--- config.mk ---
export PLATFORM = sky130hd
export DESIGN_NAME = uart_tx_responder
export DESIGN_NICKNAME = d
export VERILOG_FILES = /design/src/rtl/uart_tx_responder.sv
export SDC_FILE = /design/constraint.sdc
export NUM_CORES = 1
export LEC_CHECK = 0
export BUFFER_PORTS_ARGS = -buffer_cell sky130_fd_sc_hd__buf_4
export CAP_MARGIN = 10
export CORE_MARGIN = 4
export CORE_UTILIZATION = 62
export CTS_BUF_LIST = sky130_fd_sc_hd__clkbuf_8
export DETAILED_ROUTE_END_ITERATION = 8
export PLACE_DENSITY_LB_ADDON = 0.12
export SYNTH_ARGS = -nofsm -noshare
export SYNTH_HDL_FRONTEND = slang
export SYNTH_SLANG_ARGS = --single-unit
export TNS_END_PERCENT = 50
--- constraint.sdc ---
create_clock -name clock -period 9.5 [get_ports clock]
set_clock_uncertainty 0.1 [all_clocks]
set_input_delay 1.9 -clock clock [delete_from_list [all_inputs] [get_ports clock]]
set_output_delay 1.9 -clock clock [all_outputs]
set_load 0.05 [all_outputs]
--- src/rtl/uart_tx_responder.sv ---
// uart_tx_responder: memory-mapped 8N1 UART transmitter with a TX FIFO and a
// programmable bit period, answering loads combinationally.
module uart_tx_responder #(
    parameter int LENGTH = 32,
    parameter logic [LENGTH-1:0] BASE_ADDR = 32'h1000_0000,
    parameter int CLKS_PER_BIT = 16,
    parameter int FIFO_DEPTH = 4
) (
    input  logic              clock,
    input  logic              reset,
    input  logic [LENGTH-1:0] HADDR,
    input  logic [LENGTH-1:0] HWDATA,
    input  logic              MemWrite,
    output logic [LENGTH-1:0] HRDATA,
    output logic              sel,
    output logic              tx
);
    localparam int AW = $clog2(FIFO_DEPTH);
    localparam logic [AW:0] DEPTH_C = (AW+1)'(FIFO_DEPTH);

    typedef enum logic [1:0] {IDLE, START, DATA, STOP} state_t;

    state_t state, state_n;
    logic [7:0] mem [FIFO_DEPTH];
    logic [AW-1:0] wr_ptr, rd_ptr;
    logic [AW:0] count;
    logic overflow;
    logic [15:0] baud_div, frame_div, baud_cnt, eff_div;
    logic [2:0] bit_cnt;
    logic [7:0] shift, status;
    logic [1:0] idx;
    logic wr, full, empty, busy, push, accept, pop, tick, wr_status, wr_baud;
    logic unused_bits;

    assign idx = HADDR[3:2];
    assign sel = HADDR[LENGTH-1:4] == BASE_ADDR[LENGTH-1:4];
    assign wr = MemWrite & sel;
    assign push = wr & (idx == 2'd0);
    assign wr_status = wr & (idx == 2'd1);
    assign wr_baud = wr & (idx == 2'd2);
    assign full = count == DEPTH_C;
    assign empty = count == '0;
    assign busy = state != IDLE;
    // A pop in the same cycle frees the slot, so a push into a full FIFO still lands
    assign accept = push & (~full | pop);
    assign eff_div = baud_div == 16'd0 ? 16'd1 : baud_div;
    assign tick = baud_cnt == frame_div - 16'd1;
    assign status = {4'(count), overflow, empty, full, busy};
    assign HRDATA = !sel ? '0 : idx == 2'd1 ? LENGTH'(status) : idx == 2'd2 ? LENGTH'(baud_div) : '0;
    assign unused_bits = ^{HWDATA[LENGTH-1:16], HADDR[1:0]};

    always_comb begin
        state_n = state;
        pop = 1'b0;
        tx = 1'b1;
        case (state)
            IDLE: begin
                pop = ~empty;
                state_n = empty ? IDLE : START;
            end
            START: begin
                tx = 1'b0;
                state_n = tick ? DATA : START;
            end
            DATA: begin
                tx = shift[0];
                state_n = (tick && bit_cnt == 3'd7) ? STOP : DATA;
            end
            STOP: begin
                pop = tick & ~empty;
                state_n = !tick ? STOP : empty ? IDLE : START;
            end
            default: state_n = IDLE;
        endcase
    end

    always_ff @(posedge clock) begin
        if (reset) begin
            state <= IDLE;
            wr_ptr <= '0;
            rd_ptr <= '0;
            count <= '0;
            overflow <= 1'b0;
            baud_div <= 16'(CLKS_PER_BIT);
            frame_div <= 16'd1;
            baud_cnt <= '0;
            bit_cnt <= '0;
            shift <= '0;
        end else begin
            state <= state_n;
            count <= count + {{AW{1'b0}}, accept} - {{AW{1'b0}}, pop};
            overflow <= (push & full & ~pop) | (overflow & ~(wr_status & HWDATA[3]));
            if (wr_baud)
                baud_div <= HWDATA[15:0];
            if (accept) begin
                mem[wr_ptr] <= HWDATA[7:0];
                wr_ptr <= wr_ptr + 1'b1;
            end
            // Each frame latches its own divisor so BAUDDIV writes only affect later frames
            if (pop) begin
                shift <= mem[rd_ptr];
                rd_ptr <= rd_ptr + 1'b1;
                frame_div <= eff_div;
                baud_cnt <= '0;
                bit_cnt <= '0;
            end else if (busy) begin
                baud_cnt <= tick ? 16'd0 : baud_cnt + 16'd1;
                if (state == DATA && tick) begin
                    shift <= {1'b0, shift[7:1]};
                    bit_cnt <= bit_cnt + 3'd1;
                end
            end
        end
    end
endmodule
Yosys cells after proc, flatten, opt, wreduce, memory -nomap -nowiden
Memory sizes are Yosys's and may differ from the RTL's. A register that Yosys moved wholly into a read port is not among the register bits.
Index checks and enable logic that the tools add are counted.
{"block": "totals", "ff_bits": 69, "latch_bits": 0, "ramBits": 32, "romBits": 0, "input_bits": 67, "out_inout_bits": 34, "memories": 1}
{"block": "classes", "add_sub_neg": 7, "multipliers": 0, "n_div": 0, "order_cmp": 0, "eq_ne": 9, "n_shift": 0, "n_mux": 20, "n_bitwise": 16, "reduce_logical": 12}
{"name": "mem", "depth": 4, "word_bits": 8, "read_ports": 1, "rd_clocked_by_memory_dff": 1, "write_ports": 1, "line_no": "24", "source": "logic [7:0] mem [FIFO_DEPTH];"}
{"operator": "2-to-1 mux 16 bit", "count": 5}
{"operator": "== test 28 x 25 -> 1 bit, second input constant", "count": 1}
{"operator": "2-to-1 mux 8 bit", "count": 3}
{"operator": "adder 16 x 1 -> 16 bit, second input constant", "count": 1}
{"operator": "== test 16 bit", "count": 1}
{"operator": "zero test 16 bit", "count": 1}
{"operator": "subtractor 16 x 1 -> 16 bit, second input constant", "count": 1}
{"operator": "AND 1 bit", "count": 10}
{"operator": "2-to-1 mux 2 bit", "count": 4}
{"operator": "case mux 2 bit (4 select lines)", "count": 1}
{"operator": "== test 2 bit, second input constant", "count": 3}
{"operator": "== test 3 bit, second input constant", "count": 2}
{"operator": "nonzero test 2 bit", "count": 3}
{"operator": "2-to-1 mux 1 bit", "count": 5}
{"operator": "adder 2 x 1 -> 2 bit, second input constant", "count": 2}
{"operator": "== test 2 x 1 -> 1 bit, second input constant", "count": 2}
{"operator": "zero test 2 bit", "count": 2}
{"operator": "inverter 1 bit", "count": 4}
{"operator": "case mux 1 bit (2 select lines)", "count": 2}
{"operator": "AND reduction 2 bit", "count": 2}
{"operator": "adder 3 x 1 -> 3 bit", "count": 1}
{"operator": "adder 3 x 1 -> 3 bit, second input constant", "count": 1}
{"operator": "zero test 3 bit", "count": 1}
{"operator": "subtractor 3 x 1 -> 3 bit", "count": 1}
{"operator": "3 further kinds", "count": 5}

Depth between registers and ports, before layout
Gate-level depths: netlist of the first run.
{"block": "depth", "word_depth": 9, "depth_mapped": 19, "ltp_nobuf": 17}

Worst setup path before layout of the first run
Ideal clock, no wire load.
{"block": "synth_timing", "path_type": "input -> output", "startpoint": "input HADDR[14]", "endpoint": "output HRDATA[0]", "arrival_ps": 3470, "t_required_ps": 7500, "slack_ps": 4030, "cell_stages": 5, "path_buffers": 1, "path_cell_list": "nor4_1 -> nand2_1 -> or3_1 -> clkbuf_1 -> nor2_1"}
{"block": "synth_via", "elab_chain_len": 2}
{"item": "from (decl)", "line_no": "11", "source": "input logic [LENGTH-1:0] HADDR,"}
{"item": "== test 28 x 25 -> 1 bit", "line_no": "36", "source": "assign sel = HADDR[LENGTH-1:4] == BASE_ADDR[LENGTH-1:4];"}
{"item": "2-to-1 mux 16 bit", "line_no": "49", "source": "assign HRDATA = !sel ? '0 : idx == 2'd1 ? LENGTH'(status) : idx == 2'd2 ? LENGTH'(baud_div) : '0;"}
{"item": "to (decl)", "line_no": "14", "source": "output logic [LENGTH-1:0] HRDATA,"}
Every way passes these cells.

Final worst setup path of the first run
{"block": "layout_timing", "startpoint": "input HADDR[26]", "endpoint": "output HRDATA[15]"}
The elaborated chain is that of the path after synthesis.

==> results of run 1 <==
-- stage by stage --
step / utilization / power [mW]
global placement: 0.693 / 0.509
floorplan: - / 0.496
detailed placement: 0.693 / 0.510
CTS: 0.719 / 0.802
global route: 0.719 / 0.825
finish: 0.719 / 0.797
-- kinds of logic after synthesis --
family / after synthesis / share of synthesized area
buf+inv: 61 / 0.0594
xor+xnor: 38 / 0.0630
simple gates: 221 / 0.233
other cells: 1 / 0.000710
fa+ha+maj: 15 / 0.0369
flops: 103 / 0.451
compound gates: 72 / 0.0930
mux: 23 / 0.0630
-- how the worst min path moves through the flow --
| stage | startpoint | to | slack [ns] |
|---|---|---|---|
| after floorplan | baud_div[13] | frame_div[13] | 0.35 |
| after global placement | baud_div[11] | baud_div[11] | 0.37 |
| after detailed placement | baud_div[14] | baud_div[14] | 0.37 |
| after CTS | baud_div[14] | baud_div[14] | 0.39 |
| after global routing | baud_div[11] | frame_div[11] | 0.43 |
| final | baud_div[14] | baud_div[14] | 0.39 |
-- Yosys cell counts (3+ instances only) --
cell type / n
nor4_1: 12
clkbuf_1: 18
nor3_1: 13
edfxtp_1: 32
nor2b_1: 13
nor2_1: 50
mux2i_1: 13
and2_1: 15
buf_2: 5
a21oi_1: 19
dfxtp_1: 71
nand2_1: 55
buf_1: 3
xnor2_1: 24
o21ai_0: 4
xor2_1: 14
and3_1: 9
a22oi_1: 7
nand3_1: 11
nand3b_1: 15
nor3b_1: 3
o21ai_1: 9
mux4_2: 8
buf_4: 17
inv_1: 16
or3_1: 4
ha_1: 14
a211oi_1: 13
-- state kept, by name, summed over array words and instances (netlist names), named ones only --
signal	flops
rd_ptr	2
state	2
frame_div	16
mem	32
bit_cnt	3
wr_ptr	2
baud_div	16
baud_cnt	16
shift	8
overflow	1
count	3
-- final cells by class --
cell class / count / area share
clock buffer: 9 / 0.0209
clock inverter: 7 / 0.0150
inverter: 16 / 0.0101
multi-input combinational: 385 / 0.446
sequential: 103 / 0.401
tap: 105 / 0.0221
timing repair buffer: 67 / 0.0848
-- routing by layer --
layer / track usage / vias up
met2: 0.390 / 169
met5: 0 / -
met3: 0.0549 / 12
li1: - / 1963
met4: 0.0570 / 0
met1: 0.335 / 1886
-- where the power goes --
part	switching [mW]	internal (mW)	leakage, nW
combinational	0.0297	0.0174	1.27
clock	0.185	0.112	0.110
sequential	0.000358	0.453	0.859
total	0.215	0.582	2.24
-- critical path, delay by kind of cell --
kind | cells | cell delay [ns]
buffers and inverters | 2 | 0.31
and+or+nand+nor | 5 | 1.69
==> flow_metrics.py, run 1 <==
metrics = {
    "timing": {
        "fin_crit_ns": 5.89,
        "slew_headroom": 0.310,
        "setup_violations": 0,
        "fmaxAchievable_mhz": 170,
        "worstMarginPinSlew_ns": 1.02,
        "period_share": 0.621,
        "finalWorstSetupSlack_ns": 3.61,
        "rsz0062_at_grt": "false",
        "drv_slew": 0,
        "hold_viol_final": 0,
        "finalSetupTns_ns": 0,
        "whs_ns": 0.386,
    },
    "worst_hold_path": {
        "hold_depth": 2,
        "hp-class": "reg -> reg",
    },
    "clocking": {
        "clk_pin_slew_worst_paths_ns": 0.12,
        "cts.sink_count": 103,
        "htree_levels": 3,
        "cts_resized": 0,
        "cts_tree": "done",
        "cts_root_buffer": "clkbuf_8",
        "cts_inserted_buffers": 9,
        "post_cts_buffers": 0,
        "holdBufCountCts": 0,
        "insertion_delay_ns": 0.38,
        "clk_path_buf_depth": 2,
    },
    "synthesis": {
        "synthCells": 534,
        "ys_seq_elements": 103,
        "synth_area_per_cell_um2": 9.90,
        "syn_area_mm2": 0.00529,
        "ys_seq_area_frac": 0.451,
        "synth.area.top_cells": "dfxtp_1 27%, edfxtp_1 18%, xnor2_1 4.0%",
        "synth.distinct_cells": 67,
        "netlist.area_leader.share": 0.269,
        "async_reset_ff_frac": 0,
        "synth_warnings": 0,
        "synth_largest_area_cell": "dfxtp_1",
        "synth_edf_count": 32,
        "ys.flop_type": "dfxtp_1",
    },
    "critical_path": {
        "cp-start-kind": "input pin",
        "reg2reg_from": "frame_div[0]",
        "cpMaxStageDelayCell": "nor2b_1",
        "r2r_setup_slack_ns": 5.38,
        "worstSetupEndpointType": "primary output",
        "cpPeakStageDelay_ns": 0.55,
        "crit_chain": "buf_4 > nor4b_1 > nand3_1 > or3_1 > nor2b_1 > and2_1 > buf_4",
        "path_max_fanout": 11,
        "r2r_end": "count[2]",
        "critPathKind": "in -> out",
        "crit_start": "HADDR[26]",
        "worstPathRequired_ns": 7.50,
        "rr_worst_depth": 16,
        "endpoint": "HRDATA[15]",
        "cp_common_cell": "buf_4",
        "worstPathArrival_ns": 3.89,
    },
    "layout": {
        "finalNonFillerCells": 692,
        "multi_input_area_mm2": 0.00265,
        "seqCellArea_mm2": 0.00238,
        "final_common_cell": "dfxtp_1",
        "design_area_mm2": 0.00593,
        "diodes": 0,
        "nets": 664,
        "drive_above_1_share": 0.182,
        "syn2layout_area_growth_pct": 12.3,
        "layout_common_cells": "71 x dfxtp_1, 67 x buf_4, 55 x nand2_1, 50 x nor2_1, 32 x edfxtp_1",
        "nFillCells": 635,
    },
    "route": {
        "via_count": 4030,
        "postRouteAntennaNets": 0,
        "met2_length_um": 5480,
        "wl_per_cell_um": 16.7,
        "wl_met3_um": 812,
        "drt_iter0_drc": 309,
        "viasPerCell": 5.82,
        "drt_pass1_iterations": 5,
        "route.detailed.drc": 0,
        "routed_wl_um": 11600,
        "routedLengthMet1_um": 5140,
        "routed.top_layer": "met4",
    },
    "placed_design": {
        "portBuffers": 66,
        "place.gp.congestion": 0.902,
        "dp_hpwl_um": 8600,
        "dp.cells": 676,
        "pre_cts_slack_ns": 3.61,
        "placedInstanceArea_mm2": 0.00572,
    },
    "floorplanning": {
        "num_rows": 33,
        "coreArea_mm2": 0.00826,
        "start_util": 0.640,
        "io_pins": 101,
        "fp.dieH_um": 100,
        "fp.dieW_um": 100,
        "die_area_mm2": 0.0101,
    },
    "power_and_ir_drop": {
        "leakagePower_nw": 2.24,
        "p_per_area_mw_per_mm2": 134,
        "ir_drop_uv": 82.7,
    },
    "grt": {
        "grt_max_degree": 56,
        "grt_pass1_vias": 3926,
        "grt_overflow_total": 0,
        "antenna_found_initial": 0,
        "grt_util_all_layers": 0.242,
        "grt_pass1_wl_um": 19500,
    },
    "run": {
        "maxCapViolations": 0,
    },
    "status": {
        "status": "completed",
    },
}
(Power assumes the default switching activity.)
==> inputs of run 2 (changes only) <==
--- a/config.mk
+++ b/config.mk
@@ -5,10 +5,11 @@
 export SDC_FILE = /design/constraint.sdc
 export NUM_CORES = 1
 export LEC_CHECK = 0
+export ABC_AREA = 1
 export BUFFER_PORTS_ARGS = -buffer_cell sky130_fd_sc_hd__buf_4
 export CAP_MARGIN = 10
 export CORE_MARGIN = 4
-export CORE_UTILIZATION = 62
+export CORE_UTILIZATION = 58
 export CTS_BUF_LIST = sky130_fd_sc_hd__clkbuf_8
 export DETAILED_ROUTE_END_ITERATION = 8
 export PLACE_DENSITY_LB_ADDON = 0.12
==> constraint.sdc (replaced) <==
create_clock -name clock -period 6.15 [get_ports clock]
set_clock_uncertainty 0.1 [all_clocks]
set_input_delay 1.23 -clock clock [delete_from_list [all_inputs] [get_ports clock]]
set_output_delay 1.23 -clock clock [all_outputs]
set_load 0.05 [all_outputs]
==> run 2 against run 1 <==
Against the previous run:
- die area is 13% higher
- worst hold slack worse by 0.0042 ns
- clock power is 43% higher
- cell area is 6.6% higher
- sequential power is 55% higher
- core utilization is 4.0 points lower
- synthesized cell count is 37% higher
- first-iteration DRC count is 5.8% higher
- final cell count is 34% higher
==> flow_metrics.py, run 2 <==
metrics = {
    "timing": {
        "drv_slew": 0,
        "rsz0062_at_grt": "false",
        "finalSetupTns_ns": 0,
        "hold_viol_final": 0,
        "slew_headroom": 0.466,
        "fmaxAchievable_mhz": 244,
        "period_share": 0.668,
        "worstMarginPinSlew_ns": 0.798,
        "setup_violations": 0,
        "fin_crit_ns": 4.11,
    },
    "synthesis": {
        "ys.flop_type": "dfxtp_1",
        "synth_edf_count": 32,
        "synthCells": 729,
        "yosys.area_share.simple": 0.306,
        "synth_top_family_by_area": "simple AND/OR/NAND/NOR gates",
        "synthAdderAreaFrac": 0.0347,
        "syn_area_mm2": 0.00562,
        "synth_largest_area_cell": "dfxtp_1",
        "ys_seq_elements": 103,
        "netlist.area_leader.share": 0.253,
        "synth_compound_area_frac": 0.0977,
        "synth.area.top_cells": "dfxtp_1 25%, edfxtp_1 17%, nor2_1 8.7%",
        "synth.distinct_cells": 48,
        "ys_seq_area_frac": 0.424,
        "synth.most_common_cell": "nor2_1",
        "synth_warnings": 0,
        "synthMuxAreaShare": 0,
        "synthTopCellsByCount": "131 x nor2_1, 119 x nand2_1, 76 x inv_1",
        "async_reset_ff_frac": 0,
        "synth_xor_area_frac": 0.0434,
        "synth_area_per_cell_um2": 7.71,
    },
    "clocking": {
        "clk_pin_slew_worst_paths_ns": 0.10,
        "insertion_delay_ns": 0.37,
        "cts.sink_count": 103,
        "cts_root_buffer": "clkbuf_8",
        "cts_inserted_buffers": 9,
        "cts_resized": 0,
        "clk_path_buf_depth": 2,
        "htree_levels": 3,
        "holdBufCountCts": 0,
        "cts_tree": "done",
        "post_cts_buffers": 0,
    },
    "critical_path": {
        "critical_path_buf_inv_count": 3,
        "worstSetupEndpointType": "primary output",
        "path_max_fanout": 16,
        "worstPathRequired_ns": 4.82,
        "r2r_setup_slack_ns": 2.19,
        "cp_common_cell": "buf_4",
        "worstPathArrival_ns": 2.78,
        "critPathKind": "in -> out",
        "crit_chain": "buf_4 > nor4_1 > nand4_1 > nor2_1 > inv_1 > a21oi_1 > buf_4",
        "cpMaxStageDelayCell": "a21oi_1",
        "cp-start-kind": "input pin",
        "cp_top_family": "buffers and inverters",
        "cpPeakStageDelay_ns": 0.29,
    },
    "power_and_ir_drop": {
        "power.share.sequential": 0.572,
        "p_per_area_mw_per_mm2": 194,
        "leakagePower_nw": 2.65,
        "clkPwrFrac": 0.347,
        "power_mw": 1.22,
        "p_switching_mw": 0.331,
        "internal_power_mw": 0.894,
        "p_comb_frac": 0.081,
        "ir_drop_uv": 127,
        "p_sw_frac": 0.270,
    },
    "placed_design": {
        "portBuffers": 66,
        "dp.cells": 908,
        "placedInstanceArea_mm2": 0.00613,
        "place.gp.congestion": 0.866,
        "dp_hpwl_um": 9780,
    },
    "layout": {
        "top_register": "mem",
        "largest_reg_flops": 32,
        "finalNonFillerCells": 924,
        "nets": 872,
        "utilization": 0.678,
        "diodes": 0,
        "design_area_mm2": 0.00633,
        "layout_common_cells": "131 x nor2_1, 119 x nand2_1, 76 x inv_1, 71 x dfxtp_1, 66 x buf_4",
        "syn2layout_area_growth_pct": 12.6,
        "drive_above_1_share": 0.155,
        "final_common_cell": "nor2_1",
    },
    "route": {
        "drt_iter0_drc": 327,
        "route.detailed.drc": 0,
        "drt_pass1_iterations": 6,
        "via_count": 4926,
        "viasPerCell": 5.33,
        "routedLengthMet1_um": 5820,
        "wl_met3_um": 823,
        "met2_length_um": 6010,
        "routed_wl_um": 12800,
        "wl_per_cell_um": 13.8,
        "postRouteAntennaNets": 0,
        "routed.top_layer": "met4",
    },
    "status": {
        "status": "completed",
    },
    "grt": {
        "grt_util_all_layers": 0.240,
        "grt_max_degree": 30,
        "grt_overflow_total": 0,
        "antenna_found_initial": 0,
        "grt_pass1_wl_um": 22000,
        "grt_pass1_vias": 4766,
    },
    "floorplanning": {
        "num_rows": 35,
        "fp.dieH_um": 106,
        "coreArea_mm2": 0.00933,
        "die_area_mm2": 0.0113,
        "start_util": 0.603,
        "fp.dieW_um": 106,
        "io_pins": 101,
    },
    "run": {
        "maxCapViolations": 0,
    },
    "worst_hold_path": {
        "hp-class": "reg -> reg",
    },
}
[run 2: cell count changes in the layout (fill, tap and decap cells not counted), moves of 8 or more]
cell      delta
nor2_2      +11
and2_1      -14
o21ai_0     +34
xnor2_1     -12
o22ai_1     +10
mux4_2       -8
mux2i_1     -13
inv_1       +60
nor2_1      +81
nand3_1     +39
nand2_1     +64
nand3b_1    -11
nor2b_1     -13
[run 2: cells by family after synthesis]
group	count (synthesis)
simple gates	374
buf+inv	115
flops	103
compound gates	94
xor+xnor	27
fa+ha+maj	15
other cells	1
[run 2: worst register-to-register path: cells and delay by family, from the launching register on]
| kind | cells | cell delay [ns] |
|---|---|---|
| flops | 1 | 0.40 |
| buf+inv | 3 | 0.19 |
| simple gates | 10 | 1.13 |
| xor+xnor | 1 | 0.17 |
| fa+ha+maj | 4 | 1.11 |
| compound gates | 3 | 0.82 |
[run 2: per-stage QoR]
stage / hold WS [ns] / worst slack (ns)
floorplan: 0.349 / 0.946
global placement: 0.356 / 2.04
detailed placement: 0.369 / 1.94
CTS: 0.384 / 2.07
global route: 0.408 / 1.83
finish: 0.382 / 2.04
[run 2: path summary, 6_finish.rpt]
path | startpoint | to | cells past startpoint
worst min-delay path | bit_cnt[1] | bit_cnt[1] | 2
worst max-delay path | HADDR[17] | HRDATA[6] | 7
worst max register to register | frame_div[0] | count[2] | 21
worst min register to register | bit_cnt[1] | bit_cnt[1] | 2
[run 2: power by group through the flow]
stage	Sequential, mW	Combinational (mW)	Clock [mW]
3_5_place_dp	0.716	0.0978	0
3_3_place_gp	0.716	0.0959	0
4_1_cts	0.701	0.0980	0.432
5_1_grt	0.701	0.107	0.467
6_report	0.701	0.0987	0.425
2_1_floorplan	0.716	0.0697	0
[run 2: layout make-up]
cell class,count,area (um2)
clock inverters,7,76.3
flip-flops and latches,103,2380
repair buffers,66,495
fillers,812,3000
clock buffers,9,124
inverters,84,318
multi-input cells,526,2770
well taps,129,161
[run 2: per-layer routing]
metal / vias up / GRT usage
li1: 2482 / -
met1: 2276 / 0.315
met2: 154 / 0.410
met3: 14 / 0.0468
met4: 0 / 0.0548
met5: - / 0
